**config.mk**
```make
export PLATFORM = sky130hd
export DESIGN_NAME = vga_sync_gen_flat
export DESIGN_NICKNAME = d
export VERILOG_FILES = /design/src/rtl/vga_pkg.sv /design/src/rtl/vga_sync_gen_if.sv /design/src/rtl/vga_pix_tick.sv /design/src/rtl/vga_sync_gen.sv /design/src/flat_wrapper.sv
export SDC_FILE = /design/constraint.sdc
export NUM_CORES = 1
export LEC_CHECK = 0
export BUFFER_PORTS_ARGS = -buffer_cell sky130_fd_sc_hd__buf_2
export CORE_MARGIN = 2
export CORE_UTILIZATION = 49
export CTS_CLUSTER_SIZE = 8
export DETAILED_ROUTE_END_ITERATION = 6
export GPL_TIMING_DRIVEN = 0
export PLACE_DENSITY = 0.83
export SYNTH_ARGS = -nofsm -noshare
export SYNTH_HDL_FRONTEND = slang
export SYNTH_SLANG_ARGS = --single-unit
```
**constraint.sdc**
```tcl
create_clock -name clk -period 2.15 [get_ports clk]
set_clock_uncertainty 0.15 [all_clocks]
set_input_delay 0.3225 -clock clk [delete_from_list [all_inputs] [get_ports clk]]
set_output_delay 0.3225 -clock clk [all_outputs]
set_load 0.01 [all_outputs]
```
**src/rtl/vga_pkg.sv**
```systemverilog
// Shared VGA timing defaults, totals and the coordinate type used by the sync,
// pixel and overlay generators.
package vga_pkg;

   localparam int DEF_CLK_DIV   = 4;
   localparam int DEF_H_DISPLAY = 640;
   localparam int DEF_H_FP      = 16;
   localparam int DEF_H_SYNC    = 96;
   localparam int DEF_H_BP      = 48;
   localparam int DEF_V_DISPLAY = 480;
   localparam int DEF_V_FP      = 10;
   localparam int DEF_V_SYNC    = 2;
   localparam int DEF_V_BP      = 33;

   localparam int H_TOTAL = DEF_H_DISPLAY + DEF_H_FP + DEF_H_SYNC + DEF_H_BP;
   localparam int V_TOTAL = DEF_V_DISPLAY + DEF_V_FP + DEF_V_SYNC + DEF_V_BP;

   typedef logic [9:0] coord_t;

   function automatic logic in_range(coord_t c, int lo, int hi);
      return (int'(c) >= lo) && (int'(c) <= hi);
   endfunction

endpackage

```
**src/rtl/vga_sync_gen_if.sv**
```systemverilog
// Timing bundle from the sync generator to pixel/overlay consumers.
// frame_tick exists only when VGA_SYNC_FRAME_TICK_EN is defined.
interface vga_sync_gen_if;
   import vga_pkg::*;

   logic   hsync;
   logic   vsync;
   logic   video_on;
   logic   p_tick;
   coord_t pixel_x;
   coord_t pixel_y;
`ifdef VGA_SYNC_FRAME_TICK_EN
   logic   frame_tick;
`endif

`ifdef VGA_SYNC_FRAME_TICK_EN
   modport master (output hsync, vsync, video_on, p_tick, pixel_x, pixel_y, frame_tick);
   modport slave  (input  hsync, vsync, video_on, p_tick, pixel_x, pixel_y, frame_tick);
`else
   modport master (output hsync, vsync, video_on, p_tick, pixel_x, pixel_y);
   modport slave  (input  hsync, vsync, video_on, p_tick, pixel_x, pixel_y);
`endif

endinterface

```
**src/rtl/vga_pix_tick.sv**
```systemverilog
// Pixel-rate divider: p_tick is high for one clk each time the divider
// sits at CLK_DIV-1; held low while rst is high.
module vga_pix_tick
   import vga_pkg::*;
#(
   parameter int CLK_DIV = DEF_CLK_DIV
) (
   input  logic clk,
   input  logic rst,
   output logic p_tick
);

   localparam int DW = (CLK_DIV > 1) ? $clog2(CLK_DIV) : 1;
   localparam logic [DW-1:0] LAST = DW'(CLK_DIV - 1);

   logic [DW-1:0] div;
   logic [DW-1:0] div_next;

   always_comb begin
      div_next = div + DW'(1);
      if (div == LAST) div_next = '0;
   end

   // p_tick is registered off div_next so it tracks div==LAST exactly,
   // including the CLK_DIV=1 case, yet stays low during reset.
   always_ff @(posedge clk) begin
      if (rst) begin
         div    <= '0;
         p_tick <= 1'b0;
      end else begin
         div    <= div_next;
         p_tick <= (div_next == LAST);
      end
   end

endmodule

```
**src/rtl/vga_sync_gen.sv**
```systemverilog
// VGA horizontal/vertical counters and sync generation. Optional frame_tick
// output is enabled by defining VGA_SYNC_FRAME_TICK_EN.
module vga_sync_gen
   import vga_pkg::*;
#(
   parameter int CLK_DIV   = DEF_CLK_DIV,
   parameter int H_DISPLAY = DEF_H_DISPLAY,
   parameter int H_FP      = DEF_H_FP,
   parameter int H_SYNC    = DEF_H_SYNC,
   parameter int H_BP      = DEF_H_BP,
   parameter int V_DISPLAY = DEF_V_DISPLAY,
   parameter int V_FP      = DEF_V_FP,
   parameter int V_SYNC    = DEF_V_SYNC,
   parameter int V_BP      = DEF_V_BP
) (
   input logic            clk,
   input logic            rst,
   vga_sync_gen_if.master vga
);

   localparam int H_TOT    = H_DISPLAY + H_FP + H_SYNC + H_BP;
   localparam int V_TOT    = V_DISPLAY + V_FP + V_SYNC + V_BP;
   localparam coord_t H_LAST = coord_t'(H_TOT - 1);
   localparam coord_t V_LAST = coord_t'(V_TOT - 1);
   localparam int HS_START = H_DISPLAY + H_FP;
   localparam int HS_END   = HS_START + H_SYNC - 1;
   localparam int VS_START = V_DISPLAY + V_FP;
   localparam int VS_END   = VS_START + V_SYNC - 1;

   logic   p_tick;
   coord_t h_count, v_count;
   coord_t h_next, v_next;
   logic   hsync_q, vsync_q, video_on_q;

   vga_pix_tick #(.CLK_DIV(CLK_DIV)) u_pix_tick (
      .clk    (clk),
      .rst    (rst),
      .p_tick (p_tick)
   );

   always_comb begin
      h_next = h_count;
      v_next = v_count;
      if (p_tick) begin
         if (h_count == H_LAST) begin
            h_next = '0;
            v_next = (v_count == V_LAST) ? '0 : v_count + 10'd1;
         end else begin
            h_next = h_count + 10'd1;
         end
      end
   end

   // Sync and blanking are decoded from the next counts so they land in the
   // same register stage as pixel_x/pixel_y.
   always_ff @(posedge clk) begin
      if (rst) begin
         h_count    <= '0;
         v_count    <= '0;
         hsync_q    <= 1'b1;
         vsync_q    <= 1'b1;
         video_on_q <= 1'b1;
      end else begin
         h_count    <= h_next;
         v_count    <= v_next;
         hsync_q    <= !in_range(h_next, HS_START, HS_END);
         vsync_q    <= !in_range(v_next, VS_START, VS_END);
         video_on_q <= (int'(h_next) < H_DISPLAY) && (int'(v_next) < V_DISPLAY);
      end
   end

   assign vga.hsync    = hsync_q;
   assign vga.vsync    = vsync_q;
   assign vga.video_on = video_on_q;
   assign vga.p_tick   = p_tick;
   assign vga.pixel_x  = h_count;
   assign vga.pixel_y  = v_count;

`ifdef VGA_SYNC_FRAME_TICK_EN
   assign vga.frame_tick = p_tick && (h_count == H_LAST) && (v_count == V_LAST);
`endif

endmodule

```
**src/flat_wrapper.sv**
```systemverilog
// flat-port wrapper written by rule: the top's interface ports become plain ports
module vga_sync_gen_flat import vga_pkg::*;
#(
   parameter int CLK_DIV   = DEF_CLK_DIV,
   parameter int H_DISPLAY = DEF_H_DISPLAY,
   parameter int H_FP      = DEF_H_FP,
   parameter int H_SYNC    = DEF_H_SYNC,
   parameter int H_BP      = DEF_H_BP,
   parameter int V_DISPLAY = DEF_V_DISPLAY,
   parameter int V_FP      = DEF_V_FP,
   parameter int V_SYNC    = DEF_V_SYNC,
   parameter int V_BP      = DEF_V_BP
)
  (clk, rst, vga_hsync, vga_vsync, vga_video_on, vga_p_tick, vga_pixel_x, vga_pixel_y);
  vga_sync_gen_if vga_i ();
  input logic clk;
  input logic rst;
  output wire logic [$bits(vga_i.hsync)-1:0] vga_hsync;
  output wire logic [$bits(vga_i.vsync)-1:0] vga_vsync;
  output wire logic [$bits(vga_i.video_on)-1:0] vga_video_on;
  output wire logic [$bits(vga_i.p_tick)-1:0] vga_p_tick;
  output wire logic [$bits(vga_i.pixel_x)-1:0] vga_pixel_x;
  output wire logic [$bits(vga_i.pixel_y)-1:0] vga_pixel_y;
  assign vga_hsync = vga_i.hsync;
  assign vga_vsync = vga_i.vsync;
  assign vga_video_on = vga_i.video_on;
  assign vga_p_tick = vga_i.p_tick;
  assign vga_pixel_x = vga_i.pixel_x;
  assign vga_pixel_y = vga_i.pixel_y;
  vga_sync_gen #(.CLK_DIV(CLK_DIV), .H_DISPLAY(H_DISPLAY), .H_FP(H_FP), .H_SYNC(H_SYNC), .H_BP(H_BP), .V_DISPLAY(V_DISPLAY), .V_FP(V_FP), .V_SYNC(V_SYNC), .V_BP(V_BP)) u_core (.clk(clk), .rst(rst), .vga(vga_i));
endmodule
```
==> metrics.md, run 1 <==
| Metric | Value |
|---|---|
| Worst EP arrival | 2.17 ns |
| # diodes | 0 |
| DR DRC count | 3 |
| Most common flop cell mapped by yosys | dfxtp_1 |
| Ratio of total power to cell area | 444.1 nW/um^2 |
| Tcrit/Tclk final | 0.9733 |
| Measured slew at the worst slew-check pin | 0.5241 ns |
| Clk buf depth | 2 |
| Seq/Total Area, Yosys | 0.3534 |
| Die area | 3460 sq um |
| LEAKAGE | 0.6983 nW |
| Vias in the first global route | 1249 |
| Switching Share | 0.2309 |
| Via count | 1404 |
| Gpl congestion | 0.8855 |
| Root Driver | clkbuf_4 |
| Pre-CTS setup slack | -0.3487 ns |
| H-tree levels | 1 |
| End-of-flow core utilization | 0.6445 |
| Worst-Skew Late Latency | 0.33 ns |
| Synth area leaders | dfxtp_1 35%, nor2_1 4.8%, ha_1 4.2% |
| Row count | 19 |
| Num CTS Buffers | 3 |
| Area grow syn2layout | 22.77% |
| Buffers on Ports | 25 |
| Setup ws final | 0.05740 ns |
| Largest net degree at the start of global routing | 15 |
| Mean Syn Cell Area | 8.464 sq um |
| Hold path cells | 2 |
| Initial drt markers | 73 |
| Critical path, cell by cell | or3_4 > or4_4 > buf_4 > nor4_2 > o21ai_0 |
| Crit path max-delay family | simple AND/OR/NAND/NOR gates |
| Flop-to-flop setup slack | 0.06 ns |
| Area of the core | 2805 sq um |
| Internal | 617.6 uW |
| Synthesized Nets | 181 |
| Top cell type's share of synthesized area | 0.3534 |
| Final nets | 218 |
| Sequential power share | 0.623 |
| First-pass detailed-route iteration total | 6 |
| FF-to-FF path depth | 5 |
| Antenna violations before repair | 0 |
| Syn Std Cell Area | 1473 sq um |
| Final slew viol count | 0 |
| Clock network power share | 0.316 |
| Synth area leader | dfxtp_1 |
| Async set or reset register ratio after synthesis | 0 |
| IO Pins | 26 |
| Die X | 58.82 microns |
| Violated checks | DRC |
| Worst-path clk slew | 0.14 ns |
| Finish-stage setup viols | 0 |
| Slew headroom | 0.6506 |
| Peak Freq | 477.9 MHz |
| Seq cells post-synth | 26 |
| Hold path start | rst |
| Avg WL per Cell | 14.41 microns |
| CP Capture Type | register |
| Slowest library cell on the worst path | or4_4 |
| Most frequent cell after synthesis | dfxtp_1 |
| Final HPWL DP | 2278 microns |
| Reg-to-reg endpoint | u_core.vga.vsync |
| Post-Route WL | 3473 microns |
| Worst Path Max Fanout | 8 |
| CP max stage delay | 0.48 ns |
| Worst Path Buf+Inv | 1 |
| Status | finished, violations left |
| Data required time of the critical path | 2.22 ns |
| Initial core utilization | 0.5250 |
| Commonest cells post-synth | 26 x dfxtp_1, 19 x nor2_1, 11 x nand2_1, 11 x nor3_1, 9 x nand3_1 |
| Cell count after synthesis | 174 |
| VDD IR max | 0.5940 mV |
| Worst Hold Path EP | u_core.vga.pixel_x[9] |
| MaxCap Viol Count | 0 |
| GRT Residual Overflow | 0 |
| Hold-fix buffers, CTS | 0 |
| Layout cells sized above 1 | 0.3190 |
| Setup CP Type | reg -> reg |
| CTS tree | yes |
| Final Hold Fails | 0 |
| Synth unique cells | 42 |
| P_sw | 185.4 uW |
| Yosys warns | 0 |
| Tmin final | 2.093 ns |
| Routed vias/inst | 5.826 |
| Reg2reg start | u_core.vga.pixel_x[5] |
| Antenna-violating nets left | 0 |
| Chip height | 58.82 microns |
| Crit path depth | 5 |
| TritonCTS Sinks | 26 |
| Logic gate share of total power | 0.061 |
| CP Launch Type | register |
| First-pass GRT wire length | 5685 microns |
| Min-delay worst type | in -> reg |
| Post-synth EDFFs | 0 |
| Total GRT Usage | 0.2083 |
## worst max-delay path by stage
stage	slack [ns]	startpoint	to
finish	0.06	u_core.vga.pixel_x[5]	u_core.vga.vsync
detailed placement	-0.35	u_core.vga.pixel_x[0]	u_core.vga.video_on
global route	-0.03	u_core.vga.pixel_x[5]	u_core.vga.vsync
floorplan	-0.01	u_core.vga.pixel_x[7]	u_core.vga.hsync
CTS	0.02	u_core.vga.pixel_x[0]	u_core.vga.video_on
global placement	-0.31	u_core.vga.pixel_x[0]	u_core.vga.video_on
## power by group through the flow
stage                     sequential [mW]  clock [mW]  combinational (mW)
after floorplan                     0.511           0              0.0240
after global placement              0.511           0              0.0378
after detailed placement            0.511           0              0.0385
after CTS                           0.500       0.260              0.0388
after global routing                0.502       0.283              0.0554
final                               0.500       0.253              0.0493
## state kept, by name, indices dropped and copies added, names as in the netlist
signal and cells:
u_core.u_pix_tick.p_tick 1, u_core.u_pix_tick.div 2, u_core.vga.video_on 1, u_core.vga.hsync 1
u_core.vga.pixel_x 10, u_core.vga.vsync 1, u_core.vga.pixel_y 10
## stage by stage
| step | hold slack (ns) | std cells | power [mW] | TNS, ns | area (sq um) |
|---|---|---|---|---|---|
| after floorplan | 0.2655 | 174 | 0.5352 | -0.01298 | 1485 |
| after global placement | 0.2868 | 230 | 0.5485 | -0.8303 | 1649 |
| after detailed placement | 0.2916 | 230 | 0.5496 | -0.9603 | 1649 |
| after CTS | 0.07639 | 240 | 0.7992 | 0 | 1738 |
| after global routing | 0.05342 | 241 | 0.8410 | -0.03947 | 1808 |
| final | 0.08718 | 241 | 0.8030 | 0 | 1808 |
## cell type report
cell class | count | area [sq um]
multi-input cells | 131 | 922.1
clock buffers | 4 | 36.28
repair buffers | 36 | 207.7
fillers | 248 | 997.2
inverters | 6 | 22.52
flip-flops and latches | 26 | 533.0
plain buffers | 7 | 47.55
well taps | 31 | 38.79
## kinds of logic after synthesis
family / count (synthesis) / synth area share
buffers and inverters: 17 / 0.06626
XOR/XNOR: 13 / 0.07732
flip-flops: 26 / 0.3534
AO/OA/AOI/OAI: 27 / 0.1309
adder cells (fa/ha/maj): 5 / 0.04248
AND/OR/NAND/NOR: 85 / 0.3229
multiplexers: 1 / 0.006797
## per-layer routing
| layer | part of all wire | GRT usage | up-vias |
|---|---|---|---|
| met5 | 0 | 0 | - |
| met4 | 0.0052 | 0.05195 | 0 |
| met3 | 0.042 | 0.04176 | 5 |
| met2 | 0.51 | 0.3571 | 26 |
| met1 | 0.44 | 0.2674 | 678 |
| li1 | - | - | 695 |
## what timing repair did
action | 4_1_cts | 5_1_grt
setup buffers | 7 | 4
setup endpoints to repair | 5 | 5
pin swaps | 4 | 1
resized for setup | 2 | 16
gates cloned | 0 | 0
## layout by cell type (no fill, tap or decap), types with 6 or more instances in the layout
cell	n
nand4_1	8
buf_2	25
a21oi_1	7
buf_4	11
dfxtp_2	7
dfxtp_1	18
nor3_1	11
nor2_1	19
inv_1	6
nand2_1	11
xor2_1	7
xnor2_1	6
nand3_1	8
o21ai_0	6
Power figures use the tool's default switching activity.
==> inputs of run 2 (changes only) <==
CORE_UTILIZATION = 35   (was 49)
PLACE_DENSITY = 0.65   (was 0.83)
==> metrics.md, run 2 (synthesized netlist as in run 1, its figures left out) <==
| Metric | Value |
|---|---|
| Area of the core | 4029 sq um |
| Fillers | 408 |
| Reg-to-reg endpoint | u_core.vga.hsync |
| Chip height | 68.87 microns |
| Worst-path clk slew | 0.09 ns |
| Sequential power share | 0.580 |
| LEAKAGE | 0.7004 nW |
| Final slew viol count | 0 |
| CTS tree | yes |
| Antenna violations before repair | 0 |
| Switching Share | 0.2211 |
| CP Capture Type | register |
| Finish-stage setup viols | 0 |
| Ratio of total power to cell area | 467.2 nW/um^2 |
| Initial drt markers | 148 |
| Hold-fix buffers, CTS | 0 |
| IO Pins | 26 |
| Data required time of the critical path | 2.15 ns |
| Num CTS Buffers | 3 |
| Largest net degree at the start of global routing | 15 |
| Tmin final | 2.068 ns |
| Post-route cell area | 1843 sq um |
| First-pass GRT wire length | 5616 microns |
| Avg WL per Cell | 13.54 microns |
| DR DRC count | 0 |
| Peak Freq | 483.6 MHz |
| Final HPWL DP | 2402 microns |
| Clock network power share | 0.372 |
| Clk buf depth | 2 |
| Commonest non-fill, non-tap cell in the layout | buf_2 |
| Vias in the first global route | 1167 |
| Measured slew at the worst slew-check pin | 0.5364 ns |
| Flop-to-flop setup slack | 0.08 ns |
| Worst Path Max Fanout | 6 |
| Logic gate share of total power | 0.048 |
| Dpl cell area | 1673 sq um |
| Die area | 4742 sq um |
| Antenna-violating nets left | 0 |
| Die X | 68.87 microns |
| # diodes | 0 |
| Reg2reg start | u_core.vga.pixel_x[6] |
| Min-delay worst type | in -> reg |
| Most frequent cells in the layout | 25 x buf_2, 19 x nor2_1, 18 x dfxtp_1 |
| Via count | 1382 |
| FF-to-FF path depth | 5 |
| Internal | 670.7 uW |
| Hold path start | rst |
| Routed vias/inst | 5.336 |
| Hold path cells | 2 |
| Final nets | 217 |
| Gpl congestion | 0.8602 |
| Total GRT Usage | 0.1579 |
| Setup CP Type | reg -> reg |
| H-tree levels | 1 |
| Final Hold Fails | 0 |
| Post-Route WL | 3508 microns |
| Row count | 23 |
| VDD IR max | 0.2783 mV |
| Status | finished, final reports clean |
| MaxCap Viol Count | 0 |
| WHS | 0.1453 ns |
| Worst Hold Path EP | u_core.vga.pixel_x[9] |
| Worst EP arrival | 2.06 ns |
| CP Launch Type | register |
| P_sw | 190.3 uW |
| Tcrit/Tclk final | 0.9618 |
| Worst-Skew Late Latency | 0.27 ns |
| Area grow syn2layout | 25.15% |
| RSZ-0062 raised after global routing | false |
| TritonCTS Sinks | 26 |
| Layout cells sized above 1 | 0.3110 |
| Slew headroom | 0.6424 |
| Buffers on Ports | 25 |
| Initial core utilization | 0.3655 |
| First-pass detailed-route iteration total | 4 |
| GRT Residual Overflow | 0 |
| Root Driver | clkbuf_8 |
[run 2: worst max-delay path by stage]
stage	from	to	slack, ns	cells past startpoint
floorplan	u_core.vga.pixel_x[7]	u_core.vga.hsync	-0.01	7
global route	u_core.u_pix_tick.p_tick	u_core.vga.hsync	0.001	6
finish	u_core.vga.pixel_x[6]	u_core.vga.hsync	0.08	5
detailed placement	u_core.vga.pixel_x[0]	u_core.vga.video_on	-0.41	6
CTS	u_core.vga.pixel_x[0]	u_core.vga.hsync	0.007	6
global placement	u_core.vga.pixel_x[0]	u_core.vga.video_on	-0.37	6
[run 2: final cells by class]
class	instances	area (sq um)	share of cell area
plain buffers	7	47.55	0.02580
clock buffers	4	55.05	0.02987
inverters	6	22.52	0.01222
multi-input cells	131	907.1	0.4922
flip-flops and latches	26	535.5	0.2906
well taps	50	62.56	0.03394
repair buffers	35	212.7	0.1154
[run 2: routing by layer]
metal / GRT usage / up-vias / routed length (microns)
met5: 0 / - / 0
met4: 0.04657 / 0 / 59
met3: 0.03409 / 6 / 132
met2: 0.2452 / 31 / 1585
met1: 0.2192 / 646 / 1730
li1: - / 699 / -
[run 2: through the flow]
step                      worst slack, ns  utilization  power (mW)  cells  TNS (ns)
after floorplan                  -0.01298            -      0.5352    174  -0.01298
after global placement            -0.3712       0.4152      0.5494    249   -0.9795
after detailed placement          -0.4132       0.4152      0.5501    249    -1.250
after CTS                        0.007390       0.4475      0.8731    259         0
after global routing             0.001241       0.4575      0.8958    259         0
final                             0.08213       0.4575      0.8611    259         0
[run 2: power groups by stage]
| stage | Combinational (mW) | Sequential [mW] | Clock, mW |
|---|---|---|---|
| 2_1_floorplan | 0.0240 | 0.511 | 0 |
| 3_3_place_gp | 0.0386 | 0.511 | 0 |
| 3_5_place_dp | 0.0390 | 0.511 | 0 |
| 4_1_cts | 0.0397 | 0.500 | 0.334 |
| 5_1_grt | 0.0455 | 0.501 | 0.350 |
| 6_report | 0.0413 | 0.499 | 0.321 |
[run 2: worst max-delay path: stages, from the launching register on]
cell and delay [ns]:
dfxtp_1 0.38, or3_4 0.40, or4_4 0.48, a2111oi_4 0.29, a211o_1 0.15, o2111ai_1 0.10
[run 2: repair_timing]
item / CTS / global route
pin swaps: 6 / 2
setup buffers: 7 / 3
endpoints found under the hold margin: 0 / 0
endpoints found under the setup margin: 5 / 7
resized for setup: 4 / 15
